`src/rtl/seq_detect_mealy_if.sv`:
```
// Stream and status bundle for the serial pattern detector.
// master = upstream bit source / status consumer, slave = detector.
interface seq_detect_mealy_if #(
  parameter int IDX_W = 2,
  parameter int CNT_W = 8
);
  logic             x_valid;
  logic             x;
  logic             clr_cnt;
  logic             match;
  logic [IDX_W-1:0] prog;
  logic [CNT_W-1:0] match_cnt;
  logic             cnt_sat;

  modport master (
    output x_valid, x, clr_cnt,
    input  match, prog, match_cnt, cnt_sat
  );

  modport slave (
    input  x_valid, x, clr_cnt,
    output match, prog, match_cnt, cnt_sat
  );
endinterface

```
`src/rtl/seq_detect_mealy.sv`:
```
// Parametrised Mealy serial-pattern detector with a KMP transition table built at
// elaboration, optional overlap, and a saturating match counter.
module seq_detect_mealy #(
  parameter int                   PATTERN_W = 4,
  parameter logic [PATTERN_W-1:0] PATTERN   = 4'b1011,
  parameter bit                   OVERLAP   = 1'b1,
  parameter int                   CNT_W     = 8
) (
  input logic               clk,
  input logic               rst,
  seq_detect_mealy_if.slave bus
);
  localparam int IDX_W = $clog2(PATTERN_W);
  localparam int TBL_W = PATTERN_W * IDX_W;
  localparam logic [CNT_W-1:0] CNT_MAX = {CNT_W{1'b1}};
  localparam logic [CNT_W-1:0] CNT_ONE = CNT_W'(1'b1);

  // Next state for every k given input bit b: the longest proper suffix of
  // (first k pattern bits, b) that is also a pattern prefix.
  function automatic logic [TBL_W-1:0] build_tbl(input logic b);
    logic [TBL_W-1:0] tbl;
    int               best;
    int               maxlen;
    int               pos;
    logic             ok;
    logic             sbit;
    tbl = '0;
    for (int k = 0; k < PATTERN_W; k++) begin
      best   = 0;
      maxlen = (k + 1 < PATTERN_W) ? k + 1 : PATTERN_W - 1;
      for (int len = maxlen; len >= 1; len--) begin
        ok = 1'b1;
        for (int t = 0; t < len; t++) begin
          pos  = k + 1 - len + t;
          sbit = (pos == k) ? b : PATTERN[PATTERN_W-1-pos];
          if (sbit != PATTERN[PATTERN_W-1-t]) begin
            ok = 1'b0;
          end else begin
            ok = ok;
          end
        end
        if (ok && best == 0) begin
          best = len;
        end else begin
          best = best;
        end
      end
      if (k == PATTERN_W - 1 && b == PATTERN[0] && !OVERLAP) begin
        best = 0;
      end else begin
        best = best;
      end
      tbl[k*IDX_W +: IDX_W] = best[IDX_W-1:0];
    end
    return tbl;
  endfunction

  localparam logic [TBL_W-1:0] NXT0 = build_tbl(1'b0);
  localparam logic [TBL_W-1:0] NXT1 = build_tbl(1'b1);

  logic [IDX_W-1:0] state_r;
  logic [IDX_W-1:0] state_nxt_s;
  logic [IDX_W-1:0] tbl_nxt_s;
  logic             legal_s;
  logic             last_s;
  logic             exp_s;
  logic             match_s;
  logic [CNT_W-1:0] cnt_r;
  logic [CNT_W-1:0] cnt_nxt_s;

  // Table lookup, Mealy match and counter next value.
  always_comb begin
    tbl_nxt_s   = '0;
    legal_s     = 1'b0;
    last_s      = 1'b0;
    exp_s       = 1'b0;
    match_s     = 1'b0;
    state_nxt_s = '0;
    cnt_nxt_s   = cnt_r;
    for (int k = 0; k < PATTERN_W; k++) begin
      legal_s   = legal_s | (state_r == IDX_W'(k));
      last_s    = last_s | ((state_r == IDX_W'(k)) && (k == PATTERN_W - 1));
      exp_s     = exp_s | ((state_r == IDX_W'(k)) && PATTERN[PATTERN_W-1-k]);
      tbl_nxt_s = tbl_nxt_s | ((state_r == IDX_W'(k)) ?
                  (bus.x ? NXT1[k*IDX_W +: IDX_W] : NXT0[k*IDX_W +: IDX_W]) : '0);
    end
    // Out-of-range encodings fall back to 0 and never assert match.
    if (!legal_s) begin
      state_nxt_s = '0;
    end else if (bus.x_valid) begin
      state_nxt_s = tbl_nxt_s;
      match_s     = !rst && last_s && (bus.x == exp_s);
    end else begin
      state_nxt_s = state_r;
    end
    if (bus.clr_cnt) begin
      cnt_nxt_s = match_s ? CNT_ONE : '0;
    end else if (match_s && cnt_r != CNT_MAX) begin
      cnt_nxt_s = cnt_r + CNT_ONE;
    end else begin
      cnt_nxt_s = cnt_r;
    end
  end

  // State and counter registers with synchronous reset.
  always_ff @(posedge clk) begin
    if (rst) begin
      state_r <= '0;
      cnt_r   <= '0;
    end else begin
      state_r <= state_nxt_s;
      cnt_r   <= cnt_nxt_s;
    end
  end

  assign bus.match     = match_s;
  assign bus.prog      = state_r;
  assign bus.match_cnt = cnt_r;
  assign bus.cnt_sat   = &cnt_r;
endmodule

```
`src/flat_wrapper.sv`:
```
// flat-port wrapper written by rule: the top's interface ports become plain ports
module seq_detect_mealy_flat 
#(
  parameter int                   PATTERN_W = 4,
  parameter logic [PATTERN_W-1:0] PATTERN   = 4'b1011,
  parameter bit                   OVERLAP   = 1'b1,
  parameter int                   CNT_W     = 8
)
  (clk, rst, bus_x_valid, bus_x, bus_clr_cnt, bus_match, bus_prog, bus_match_cnt, bus_cnt_sat);
  seq_detect_mealy_if #(.IDX_W(2), .CNT_W(CNT_W)) bus_i ();
  input logic clk;
  input logic rst;
  input wire logic [$bits(bus_i.x_valid)-1:0] bus_x_valid;
  input wire logic [$bits(bus_i.x)-1:0] bus_x;
  input wire logic [$bits(bus_i.clr_cnt)-1:0] bus_clr_cnt;
  output wire logic [$bits(bus_i.match)-1:0] bus_match;
  output wire logic [$bits(bus_i.prog)-1:0] bus_prog;
  output wire logic [$bits(bus_i.match_cnt)-1:0] bus_match_cnt;
  output wire logic [$bits(bus_i.cnt_sat)-1:0] bus_cnt_sat;
  assign bus_i.x_valid = bus_x_valid;
  assign bus_i.x = bus_x;
  assign bus_i.clr_cnt = bus_clr_cnt;
  assign bus_match = bus_i.match;
  assign bus_prog = bus_i.prog;
  assign bus_match_cnt = bus_i.match_cnt;
  assign bus_cnt_sat = bus_i.cnt_sat;
  seq_detect_mealy #(.PATTERN_W(PATTERN_W), .PATTERN(PATTERN), .OVERLAP(OVERLAP), .CNT_W(CNT_W)) u_core (.clk(clk), .rst(rst), .bus(bus_i));
endmodule
```
`config.mk`:
```
export PLATFORM = sky130hd
export DESIGN_NAME = seq_detect_mealy_flat
export DESIGN_NICKNAME = d
export VERILOG_FILES = /design/src/rtl/seq_detect_mealy_if.sv /design/src/rtl/seq_detect_mealy.sv /design/src/flat_wrapper.sv
export SDC_FILE = /design/constraint.sdc
export NUM_CORES = 1
export LEC_CHECK = 0
export CAP_MARGIN = 20
export CORE_AREA = 2 2 39 41
export DETAILED_ROUTE_END_ITERATION = 8
export DIE_AREA = 0 0 41 43
export PLACE_DENSITY = 0.73
export SLEW_MARGIN = 15
export SYNTH_ARGS = -nofsm -noshare
export SYNTH_HDL_FRONTEND = slang
export SYNTH_SLANG_ARGS = --single-unit
```
`constraint.sdc`:
```
create_clock -name clk -period 1.93 [get_ports clk]
set_input_delay 0.2895 -clock clk [delete_from_list [all_inputs] [get_ports clk]]
set_output_delay 0.2895 -clock clk [all_outputs]
set_load 0.01 [all_outputs]
```
# Word level (Yosys, flattened, before mapping)
# Cells that the tools add are included.
# W data, S select, Z words.
# totals
regBits	10
inputBits	5
elab_cells	37
# classes
addsub	1
n_eq_ne	5
mux	12
n_bitwise	9
reduce_logical	8
# ops
operator	n
$mux W8	2
$mux W2	6
$add A8 B1 Y8 const B	1
$ne A8 B8 Y1 const B	1
$reduce_and A8 Y1	1
$or A2 B2 Y2	3
$or A1 B1 Y1	5
$eq A2 B2 Y1 const B	2
$mux W1	4
$logic_and A1 B1 Y1	3
$eq A2 B1 Y1 const B	1
$logic_not A2 Y1	1
$reduce_bool A2 Y1	1
$reduce_or A2 Y1	1
$eq A1 B1 Y1	1
$logic_not A1 Y1	1
$not A1 Y1	1

# Longest topological paths before layout
# Gate-level depths: netlist of the first run.
# depth
word_depth	10
ltp_mapped	6
ltp_nobuf	6

# Worst setup path before layout of the first run
# OpenSTA, ideal clock, no wires.
# synth_timing
path_type	reg2reg
startpoint	register u_core.state_r[0] (netlist: u_core.bus.prog[0])
endpoint	register u_core.cnt_r[4] (netlist: u_core.bus.match_cnt[4])
setup_ps	70
arrival_time_ps	1510
t_required_ps	1860
slack_ps	350
path_stages_with_launch	6
n_path_buf	0
synth_period_minus_slack_ps	1580
path_cell_list	dfxtp_1 nor2b_1 ha_1 nand2_2 or4_1 a21boi_1
# synth_between
elab_chain_cells	9
# synth_lines
element	line	text
start: declaration	seq_detect_mealy.sv:61	logic [IDX_W-1:0] state_r;
start signal: assignment	seq_detect_mealy.sv:111	state_r <= state_nxt_s;
$eq A2 B2 Y1 or $logic_not A2 Y1 (tied branches)	-	
$or A1 B1 Y1 (2 in a row)	seq_detect_mealy.sv:83	exp_s = exp_s | ((state_r == IDX_W'(k)) && PATTERN[PATTERN_W-1-k]);
$eq A1 B1 Y1	seq_detect_mealy.sv:92	match_s = !rst && last_s && (bus.x == exp_s);
$logic_and A1 B1 Y1	seq_detect_mealy.sv:92	
$mux W1	seq_detect_mealy.sv:90	end else if (bus.x_valid) begin
$mux W1 (*)	seq_detect_mealy.sv:88	if (!legal_s) begin
$logic_and A1 B1 Y1 (*)	seq_detect_mealy.sv:98	end else if (match_s && cnt_r != CNT_MAX) begin
$reduce_bool A2 Y1 (no line) (*)	-	
end signal: assignment	seq_detect_mealy.sv:112	cnt_r <= cnt_nxt_s;
end: declaration	seq_detect_mealy.sv:68	logic [CNT_W-1:0] cnt_r;
# Mark *: on every way between the ends. The rest lies on a longest branch, timed or not.
# A chain may end at the register's enable or synchronous reset.

# Worst setup path after layout of the first run
# layout_timing
startpoint	register u_core.cnt_r[1] (netlist: u_core.bus.match_cnt[1])
endpoint	output port bus_cnt_sat
# layout_between
elab_chain_cells	1
# layout_lines
element	line	text
$reduce_and A8 Y1	seq_detect_mealy.sv:119	assign bus.cnt_sat = &cnt_r;
end: declaration	flat_wrapper.sv:19	output wire logic [$bits(bus_i.cnt_sat)-1:0] bus_cnt_sat;
# No other way between the ends.

==> results of run 1 <==
==> synth_stat cells, drive strengths merged <==
cell	n
buf	1
o211a	1
nand3	4
o21ai	7
nand4	2
a21oi	2
o31ai	1
nand3b	1
and4	1
and4b	1
nor2	4
dfxtp	10
mux2i	1
and2	1
or4	1
nor3b	1
nor2b	2
a31oi	1
inv	4
nand2	7
and3	3
ha	2
a41oi	1
a21boi	2
a2111oi	1
nor3	4
nor4	3
==> final cells by class <==
type / count / area share [%]
Clock buffer: 4 / 4.361
Inverter: 4 / 1.805
Multi-Input combinational cell: 54 / 40.15
Sequential cell: 10 / 24.21
Tap cell: 16 / 2.406
Timing Repair Buffer: 25 / 27.07
==> power by group <==
part,leakage (µW),internal [µW],switching [µW],total (µW)
clock,0.0000210,115,78.9,194
sequential,0.0000813,209,2.63,211
combinational,0.000234,19.6,16.5,36.1
total,0.000337,343,98.1,441
==> stage by stage <==
step	hold slack (ns)	worst slack, ns	power [µW]
floorplan	0.3682	0.3497	232.4
global placement	0.4927	-0.05436	250.1
detailed placement	0.5006	-0.08822	251.8
CTS	0.5142	0.1078	449.7
global route	0.5379	0.05146	460.4
finish	0.5067	0.1278	441.0
==> worst max-delay path by stage <==
stage	from	end	slack, ns	depth (start not counted)
global route	u_core.bus.prog[0]	bus_match	0.05	5
floorplan	u_core.bus.prog[0]	u_core.bus.match_cnt[4]	0.35	5
CTS	u_core.bus.prog[0]	bus_match	0.11	5
detailed placement	bus_x_valid	u_core.bus.match_cnt[4]	-0.09	6
finish	u_core.bus.match_cnt[1]	bus_cnt_sat	0.13	4
global placement	bus_x_valid	bus_match	-0.05	5
==> logic make-up (layout without fill, tap and decap cells) <==
| logic type | count (synthesis) | count (layout) | synth area share [%] |
|---|---|---|---|
| AOI/OAI and AO/OA | 16 | 16 | 18.16 |
| muxes | 1 | 1 | 1.794 |
| DFF | 10 | 10 | 35.87 |
| adders and majority gates | 2 | 2 | 4.484 |
| and+or+nand+nor | 35 | 35 | 34.98 |
| buffers and inverters | 5 | 33 | 4.708 |
==> state kept, by name (all words and copies together), names as in the netlist <==
register	count
u_core.bus.match_cnt	8
u_core.bus.prog	2
==> metal layers <==
layer | part of all wire (%) | track usage [%] | up-vias
met1 | 42 | 27.27 | 295
met4 | 1.7 | 14.00 | 0
met2 | 51 | 36.25 | 19
met3 | 4.7 | 3.665 | 4
li1 | - | - | 315
met5 | 0 | 0 | -
==> placed cells by master, fill, tap and decap left out <==
cell type        Yosys  final
a21oi_1              2      2
dfxtp_1             10      9
a41oi_1              1      1
nor2b_1              2      1
o211a_1              1      1
and4_1               1      1
clkbuf_8             0      1
a31oi_1              1      1
a2111oi_0            1      1
nand3b_1             1      1
mux2i_1              1      1
clkdlybuf4s50_1      0     14
dlygate4sd2_1        0      2
a21boi_0             1      1
dfxtp_2              0      1
nand3_1              4      4
nor2_1               4      4
clkbuf_4             0      3
inv_1                3      3
buf_4                0      9
a21boi_1             1      1
nand2_2              1      1
inv_2                1      1
nor4_1               3      3
nor3_1               4      4
nand2_1              6      6
nor2b_2              0      1
and2_2               1      1
o31ai_1              1      1
nor3b_1              1      1
nand4_1              2      2
and4b_1              1      1
or4_1                1      1
ha_1                 2      2
and3_1               3      3
o21ai_0              7      7
==> critical path: cells and delay by family, from the launching register on <==
| kind | cells | cell delay (ns) |
|---|---|---|
| buffers and inverters | 1 | 0.29 |
| flip-flops | 1 | 0.34 |
| adder cells (fa/ha/maj) | 1 | 0.19 |
| AND/OR/NAND/NOR | 2 | 0.41 |
==> reports/results.ini, run 1 <==
[outcome]
status=finished clean

[pwr]
p_leak_uw=0.0003366
power_density_nw_per_um2=530.0
ir_worst_vdd_v=0.0004266

[worst_setup_path]
cpPeakStageDelay_ns=0.34
rrSetupSlack_ns=0.19
r2r_cells=6
path_class=reg2out
crit_path_top_delay_cell=dfxtp_2
required_ns=1.64
crit_chain=ha_1 -> and2_2 -> and3_1 -> dlygate4sd2_1
reg2reg_to=u_core.bus.match_cnt[4]
cp_max_fo=5
arrival_ns=1.51
worst_setup_path_start_kind=flop
timing.rr.start=u_core.bus.prog[0]
cp-end-kind=output pin

[cts]
h-tree-depth=1
clkLatencyLatePin_ns=0.27
max-clock-path-buffers=2
cts_repair_resize_count=4
holdBufCountCts=0
cts.clk_slew.worst_paths_ns=0.07
post-cts-setup-buffers=0
cts_tree=done
cts_sinks=10
clockRootBuffer=clkbuf_4
numCtsBuffers=3

[synthesis]
yosysTopAreaCell=dfxtp_1
synthDominantCellAreaShare_pct=35.87
synthDistinctLibCells=30
synthesis.area_um2=558.0
syn_inst=69
avgSynthCellArea_um2=8.087
synth_area_leaders=dfxtp_1 36%, o21ai_0 6.3%, ha_1 4.5%
syn_nets=76
ys_ff_latch=10
synth-seq-area-share_pct=35.87
ys_warn_count=0

[sta]
grt_setup_unrepaired=false
fmax_mhz=554.9
hold_viol_final=0
drv_slew=0
slew_headroom_pct=79.36
final.min_clock_period_ns=1.802
skew_ns=0.002898
setup-violations-final=0
post-route-period-util_pct=93.38
worst_pin_slew_ns=0.3018
finalSetupTns_ns=0

[layout]
drive_gt1_share_pct=18.56
fin_area_um2=832.0
synthToLayoutAreaGrowth_pct=49.10
nFillCells=129
nNetsFinal=105
layoutNonFillerInstCount=113
regArea_um2=201.4
final_util_pct=60.13
antenna_cells=0
multi_input_area_um2=334.1

[job]
maxCapViolations=0

[die]
die_h_um=43
rows=14
core_um2=1384
ios=17
die_w_um=41
die-area_um2=1763
start_util_pct=40.33

[drt]
dr.pass1.iters=4
drtIter0Drc=12
vias=633
avgRoutedWirePerCell_um=13.91
wirelength_um=1572
routed_via_density=5.602
drc_errors=0
ant_nets=0

[global_routing]
antenna_found_initial=0
grt_pass1_wl_um=2691
grt_start_max_net_pins=8
grt_usage_pct=22.96
grt_pass1_vias=622
grt_overflow=0

[min_path]
whs_path_depth=2
hold_path_class=reg2reg
hold_start=u_core.bus.match_cnt[6]
min_to=u_core.bus.match_cnt[6]

[placed_design]
dpl_cell_area_um2=794.5
portBuffers=16
hpwl_um=1166
place_congestion=0.8312
dp.cells=109

Power figures use the tool's default switching activity.
==> run 2: changes to the inputs <==
- CTS_CLUSTER_DIAMETER: default -> 120
- SLEW_MARGIN: 15 -> default
==> results of run 2 <==
Final layout, timing and power as in run 1 (identical DEF).
==> run 3: changes to the inputs <==
- CTS_CLUSTER_DIAMETER: 120 -> default
==> results of run 3 <==
Final layout, timing and power as in run 1 (identical DEF).
